[config.mk]
export PLATFORM = sky130hd
export DESIGN_NAME = axi_arbiter
export DESIGN_NICKNAME = d
export VERILOG_FILES = /design/src/rtl/axi_arbiter.sv
export SDC_FILE = /design/constraint.sdc
export NUM_CORES = 1
export LEC_CHECK = 0
export ABC_AREA = 0
export CAP_MARGIN = 10
export CORE_AREA = 2 2 161 163
export DETAILED_ROUTE_END_ITERATION = 16
export DIE_AREA = 0 0 163 165
export PLACE_DENSITY = 0.44
export RECOVER_POWER = 25
export REMOVE_ABC_BUFFERS = 1
export SLEW_MARGIN = 30
export SYNTH_ARGS = -nofsm -noshare
export SYNTH_HDL_FRONTEND = slang
export SYNTH_SLANG_ARGS = --single-unit
[constraint.sdc]
create_clock -name clk -period 2 [get_ports clk]
set_clock_uncertainty 0.15 [all_clocks]
set_input_delay 0.4 -clock clk [delete_from_list [all_inputs] [get_ports clk]]
set_output_delay 0.4 -clock clk [all_outputs]
set_load 0.05 [all_outputs]
[src/rtl/axi_arbiter.sv]
// Two-master to one-slave AXI4 arbiter (IFU read-only, LSU read/write).
// One outstanding single-beat transaction, round-robin granted per transaction.
module axi_arbiter (
    input  logic        clk,
    input  logic        reset,
    input  logic        m0_arvalid,
    output logic        m0_arready,
    input  logic [31:0] m0_araddr,
    input  logic [2:0]  m0_arsize,
    output logic        m0_rvalid,
    input  logic        m0_rready,
    output logic [31:0] m0_rdata,
    output logic [1:0]  m0_rresp,
    input  logic        m1_arvalid,
    output logic        m1_arready,
    input  logic [31:0] m1_araddr,
    input  logic [2:0]  m1_arsize,
    output logic        m1_rvalid,
    input  logic        m1_rready,
    output logic [31:0] m1_rdata,
    output logic [1:0]  m1_rresp,
    input  logic        m1_awvalid,
    output logic        m1_awready,
    input  logic [31:0] m1_awaddr,
    input  logic [2:0]  m1_awsize,
    input  logic        m1_wvalid,
    output logic        m1_wready,
    input  logic [31:0] m1_wdata,
    input  logic [3:0]  m1_wstrb,
    output logic        m1_bvalid,
    input  logic        m1_bready,
    output logic [1:0]  m1_bresp,
    output logic        s_arvalid,
    input  logic        s_arready,
    output logic [31:0] s_araddr,
    output logic [3:0]  s_arid,
    output logic [7:0]  s_arlen,
    output logic [2:0]  s_arsize,
    output logic [1:0]  s_arburst,
    input  logic        s_rvalid,
    output logic        s_rready,
    input  logic [31:0] s_rdata,
    input  logic [1:0]  s_rresp,
    input  logic        s_rlast,
    input  logic [3:0]  s_rid,
    output logic        s_awvalid,
    input  logic        s_awready,
    output logic [31:0] s_awaddr,
    output logic [3:0]  s_awid,
    output logic [7:0]  s_awlen,
    output logic [2:0]  s_awsize,
    output logic [1:0]  s_awburst,
    output logic        s_wvalid,
    input  logic        s_wready,
    output logic [31:0] s_wdata,
    output logic [3:0]  s_wstrb,
    output logic        s_wlast,
    input  logic        s_bvalid,
    output logic        s_bready,
    input  logic [1:0]  s_bresp,
    input  logic [3:0]  s_bid
);

    typedef enum logic [1:0] {IDLE, RD0, RD1, WR} state_t;

    state_t state, state_nx;
    logic   addr_done, addr_done_nx;
    logic   wdat_done, wdat_done_nx;
    logic   last_grant, last_grant_nx;
    logic   req0, req1;
    logic   unused;

    assign unused = ^{s_rlast, s_rid, s_bid};
    assign req0   = m0_arvalid;
    assign req1   = m1_arvalid | m1_awvalid;

    always_ff @(posedge clk or posedge reset) begin
        if (reset) begin
            state      <= IDLE;
            addr_done  <= 1'b0;
            wdat_done  <= 1'b0;
            last_grant <= 1'b1;
        end else begin
            state      <= state_nx;
            addr_done  <= addr_done_nx;
            wdat_done  <= wdat_done_nx;
            last_grant <= last_grant_nx;
        end
    end

    always_comb begin
        state_nx      = state;
        addr_done_nx  = addr_done;
        wdat_done_nx  = wdat_done;
        last_grant_nx = last_grant;
        m0_arready = 1'b0;
        m0_rvalid  = 1'b0;
        m0_rdata   = 32'h0;
        m0_rresp   = 2'b00;
        m1_arready = 1'b0;
        m1_rvalid  = 1'b0;
        m1_rdata   = 32'h0;
        m1_rresp   = 2'b00;
        m1_awready = 1'b0;
        m1_wready  = 1'b0;
        m1_bvalid  = 1'b0;
        m1_bresp   = 2'b00;
        s_arvalid  = 1'b0;
        s_araddr   = 32'h0;
        s_arid     = 4'h0;
        s_arlen    = 8'h0;
        s_arsize   = 3'h0;
        s_arburst  = 2'b00;
        s_rready   = 1'b0;
        s_awvalid  = 1'b0;
        s_awaddr   = 32'h0;
        s_awid     = 4'h0;
        s_awlen    = 8'h0;
        s_awsize   = 3'h0;
        s_awburst  = 2'b00;
        s_wvalid   = 1'b0;
        s_wdata    = 32'h0;
        s_wstrb    = 4'h0;
        s_wlast    = 1'b0;
        s_bready   = 1'b0;
        unique case (state)
            IDLE: begin
                // on a tie, the master that did not win last time goes
                if (req1 && (!req0 || !last_grant)) begin
                    state_nx      = m1_arvalid ? RD1 : WR;
                    last_grant_nx = 1'b1;
                end else if (req0) begin
                    state_nx      = RD0;
                    last_grant_nx = 1'b0;
                end
            end
            RD0: begin
                s_arvalid  = m0_arvalid & ~addr_done;
                m0_arready = s_arready & ~addr_done;
                s_araddr   = m0_araddr;
                s_arsize   = m0_arsize;
                s_arburst  = 2'b01;
                s_rready   = m0_rready;
                m0_rvalid  = s_rvalid;
                m0_rdata   = s_rdata;
                m0_rresp   = s_rresp;
                if (m0_arvalid && s_arready && !addr_done)
                    addr_done_nx = 1'b1;
                if (s_rvalid && m0_rready) begin
                    state_nx     = IDLE;
                    addr_done_nx = 1'b0;
                    wdat_done_nx = 1'b0;
                end
            end
            RD1: begin
                s_arvalid  = m1_arvalid & ~addr_done;
                m1_arready = s_arready & ~addr_done;
                s_araddr   = m1_araddr;
                s_arsize   = m1_arsize;
                s_arid     = 4'h1;
                s_arburst  = 2'b01;
                s_rready   = m1_rready;
                m1_rvalid  = s_rvalid;
                m1_rdata   = s_rdata;
                m1_rresp   = s_rresp;
                if (m1_arvalid && s_arready && !addr_done)
                    addr_done_nx = 1'b1;
                if (s_rvalid && m1_rready) begin
                    state_nx     = IDLE;
                    addr_done_nx = 1'b0;
                    wdat_done_nx = 1'b0;
                end
            end
            WR: begin
                s_awvalid  = m1_awvalid & ~addr_done;
                m1_awready = s_awready & ~addr_done;
                s_awaddr   = m1_awaddr;
                s_awsize   = m1_awsize;
                s_awid     = 4'h1;
                s_awburst  = 2'b01;
                s_wvalid   = m1_wvalid & ~wdat_done;
                m1_wready  = s_wready & ~wdat_done;
                s_wdata    = m1_wdata;
                s_wstrb    = m1_wstrb;
                s_wlast    = 1'b1;
                s_bready   = m1_bready;
                m1_bvalid  = s_bvalid;
                m1_bresp   = s_bresp;
                if (m1_awvalid && s_awready && !addr_done)
                    addr_done_nx = 1'b1;
                if (m1_wvalid && s_wready && !wdat_done)
                    wdat_done_nx = 1'b1;
                if (s_bvalid && m1_bready) begin
                    state_nx     = IDLE;
                    addr_done_nx = 1'b0;
                    wdat_done_nx = 1'b0;
                end
            end
            default: ;
        endcase
    end

endmodule

==> results.txt <==
CTS tree: done
Num CTS Buffers: 3
IO buf count: 383
Hold slack: 0.364 ns
Seq/Total Area, Yosys: 0.0581
Cell Area, Synth: 2180 µm²
Die span in y: 165 µm
RSZ-0062 raised after global routing: yes
Drt first pass iters: 4
Vias in the first global route: 4,094
Initial core utilization: 0.0869
Area Overhead vs Synth: 369%
Crit path DAT: 1.69 ns
Yosys cell types: 33
Global-route wire length before repair: 27,800 µm
Non-filler cells, final: 1,081
FILL cells: 2,422
Post-synthesis mux area share: 0.0213
Detail Placement HPWL: 15,100 µm
Syn Inst Count: 319
Gpl congestion: 0.778
# diodes: 0
Post-synthesis adder-cell area fraction: 0.0230
Max-cap viol count: 0
Initial antenna violation count: 0
XOR/XNOR Fraction of Synth Area: 0
Final-report max-slew violation count: 0
Run status: complete, but fails checks
Setup TNS: -30.98 ns
Final period utilization: 1.12
Worst EP required: 1.45 ns
Violated checks: negative setup slack
Worst setup SP type: flop
Drt drc: 0
Ys Warns: 0
Total wire length: 20,100 µm
Main combinational cell family by area after synthesis: simple AND/OR/NAND/NOR gates
CTS Sinks: 5
Row count: 58
Final #Nets: 956
Worst-margin pin slew: 0.516 ns
Max H-tree Level: 1
GRT Residual Overflow: 0
Worst Path Max Fanout: 8
Reg2Reg Launch Point: state[1]$_DFFE_PP0P_
Total power draw: 13.5 mW
Post-synth EDFFs: 0
#FFs+latches synth: 5
Final setup vio count: 196
Synth async-reset ratio: 1.00
Total GRT Usage: 0.138
Detail Route Antenna Nets: 0
WL/cell: 18.6 µm
R2R setup slack: -0.12 ns
Leakage: 4.17 nW
Hold-fix buffers at CTS: 0
Final Util: 0.408
Mean Syn Cell Area: 6.82 µm²
Boundary pin count: 417
Slew HR: 0.651
Root Buffer: clkbuf_16
Simple-gate share of the synthesized area: 0.581
Core Area: 25,000 µm²
Final setup margin: -0.237 ns
Critical Path End Type: output port
Post-synthesis compound-gate area fraction: 0.171
Peak Freq: 447 MHz
Fin. Hold Viols: 0
Die area: 26,900 µm²
Final instance area: 10,200 µm²
Reg2reg end: addr_done$_DFFE_PP0P_
Share of layout cells above drive strength 1: 0.662
Worst-path clk slew: 0.03 ns
P per Cell Area: 1320 nW/µm²
Max VDD drop: 0.902 mV
Clk_lat worst skew: 0.23 ns
Setup crit start: state[0]$_DFFE_PP0P_
Primary FF master, synth: dfrtp_1
Vias per Instance: 3.59
Period minus WS final: 2.24 ns
WS Path Type: flop to output port
Reg2Reg Depth: 7
Dpl cells: 1,039
Pre-CTS worst setup slack: -0.130 ns
First DRT Iteration DRCs: 81
CP Capture Point: m0_rdata[7]
Largest net degree at the start of global routing: 30
DP Area: 8500 µm²
CTS Buffer Depth: 2
Hold Crit Class: flop to flop
Detailed-route via count: 3,880
Chip width: 163 µm
power by group:
part	switching, mW	internal (mW)	leakage [nW]
sequential	0.0778	0.159	0.0575
combinational	6.07	6.88	4.07
clock	0.0693	0.264	0.0382
how the worst min path moves through the flow:
stage	from	to	slack (ns)	cells past startpoint
3_3_place_gp	last_grant$_DFFE_PP1P_	last_grant$_DFFE_PP1P_	0.35	2
6_report	last_grant$_DFFE_PP1P_	last_grant$_DFFE_PP1P_	0.36	2
4_1_cts	reset	wdat_done$_DFFE_PP0P_	0.23	2
5_1_grt	reset	wdat_done$_DFFE_PP0P_	0.39	2
2_1_floorplan	reset	addr_done$_DFFE_PP0P_	0.03	1
3_5_place_dp	last_grant$_DFFE_PP1P_	last_grant$_DFFE_PP1P_	0.35	2
routing by layer:
metal / vias to the layer above / track usage / wire length, µm
li1: 1858 / - / -
met1: 1797 / 0.149 / 6960
met2: 219 / 0.277 / 11200
met3: 6 / 0.0359 / 1820
met4: 0 / 0.0133 / 59
met5: - / 0 / 0
timing repair:
action | 4_1_cts | 5_1_grt
setup endpoints to repair | 196 | 197
gates cloned | 15 | 4
pin swaps | 5 | 15
resized for setup | 238 | 70
setup buffers | 18 | 9
cells in the mapped netlist (2+ instances only):
cell type,n,area share
and2_1,145,0.42
a22oi_1,36,0.12
nor2b_1,36,0.10
buf_4,26,0.090
clkbuf_1,21,0.036
nand2_1,8,0.014
dfrtp_1,4,0.046
ha_1,4,0.023
a21oi_1,3,0.0069
buf_1,3,0.0052
buf_2,3,0.0069
inv_1,3,0.0052
and2_2,2,0.0069
and3b_1,2,0.0081
and3b_2,2,0.0092
mux2i_1,2,0.0092
nor2b_2,2,0.0081
o21ai_0,2,0.0046
placed cells by master, fill, tap and decap left out, types with 3 or more instances in the layout:
cell type        synthesis  final
and2_1                 145      4
buf_16                   0      8
clkdlybuf4s50_1          0    189
a22oi_2                  0     23
buf_8                    0      6
conb_1                   1     24
buf_12                   0    205
a22oi_1                 36     13
nor2b_4                  0     29
buf_4                   26     19
nor2b_2                  2      9
and2_4                   0    143
nand2_1                  8      8
buf_6                    0     21
ha_4                     0      4
clkbuf_16                0     10
a21oi_1                  3      3
final cells by class:
type	count	area (µm²)	area share
clock buffers	4	78.8	0.00772
repair buffers	458	6940	0.679
well taps	330	413	0.0404
multi-input cells	281	2640	0.259
inverters	3	16.3	0.00159
flip-flops and latches	5	129	0.0126
worst max-delay path: stages (launching register included):
cell	delay, ns
dfrtp_2	0.44
buf_6	0.13
ha_4	0.17
buf_12	0.15
buf_12	0.15
buf_12	0.13
and2_4	0.14
buf_12	0.14
state kept, by name, summed over array words and instances (netlist names):
name        count
state           2
addr_done       1
wdat_done       1
last_grant      1
kinds of logic after synthesis:
kind of cell | after synthesis
simple gates | 201
compound gates | 48
flops | 5
other cells | 1
fa+ha+maj | 4
buf+inv | 56
mux | 4
(Power assumes the default switching activity.)
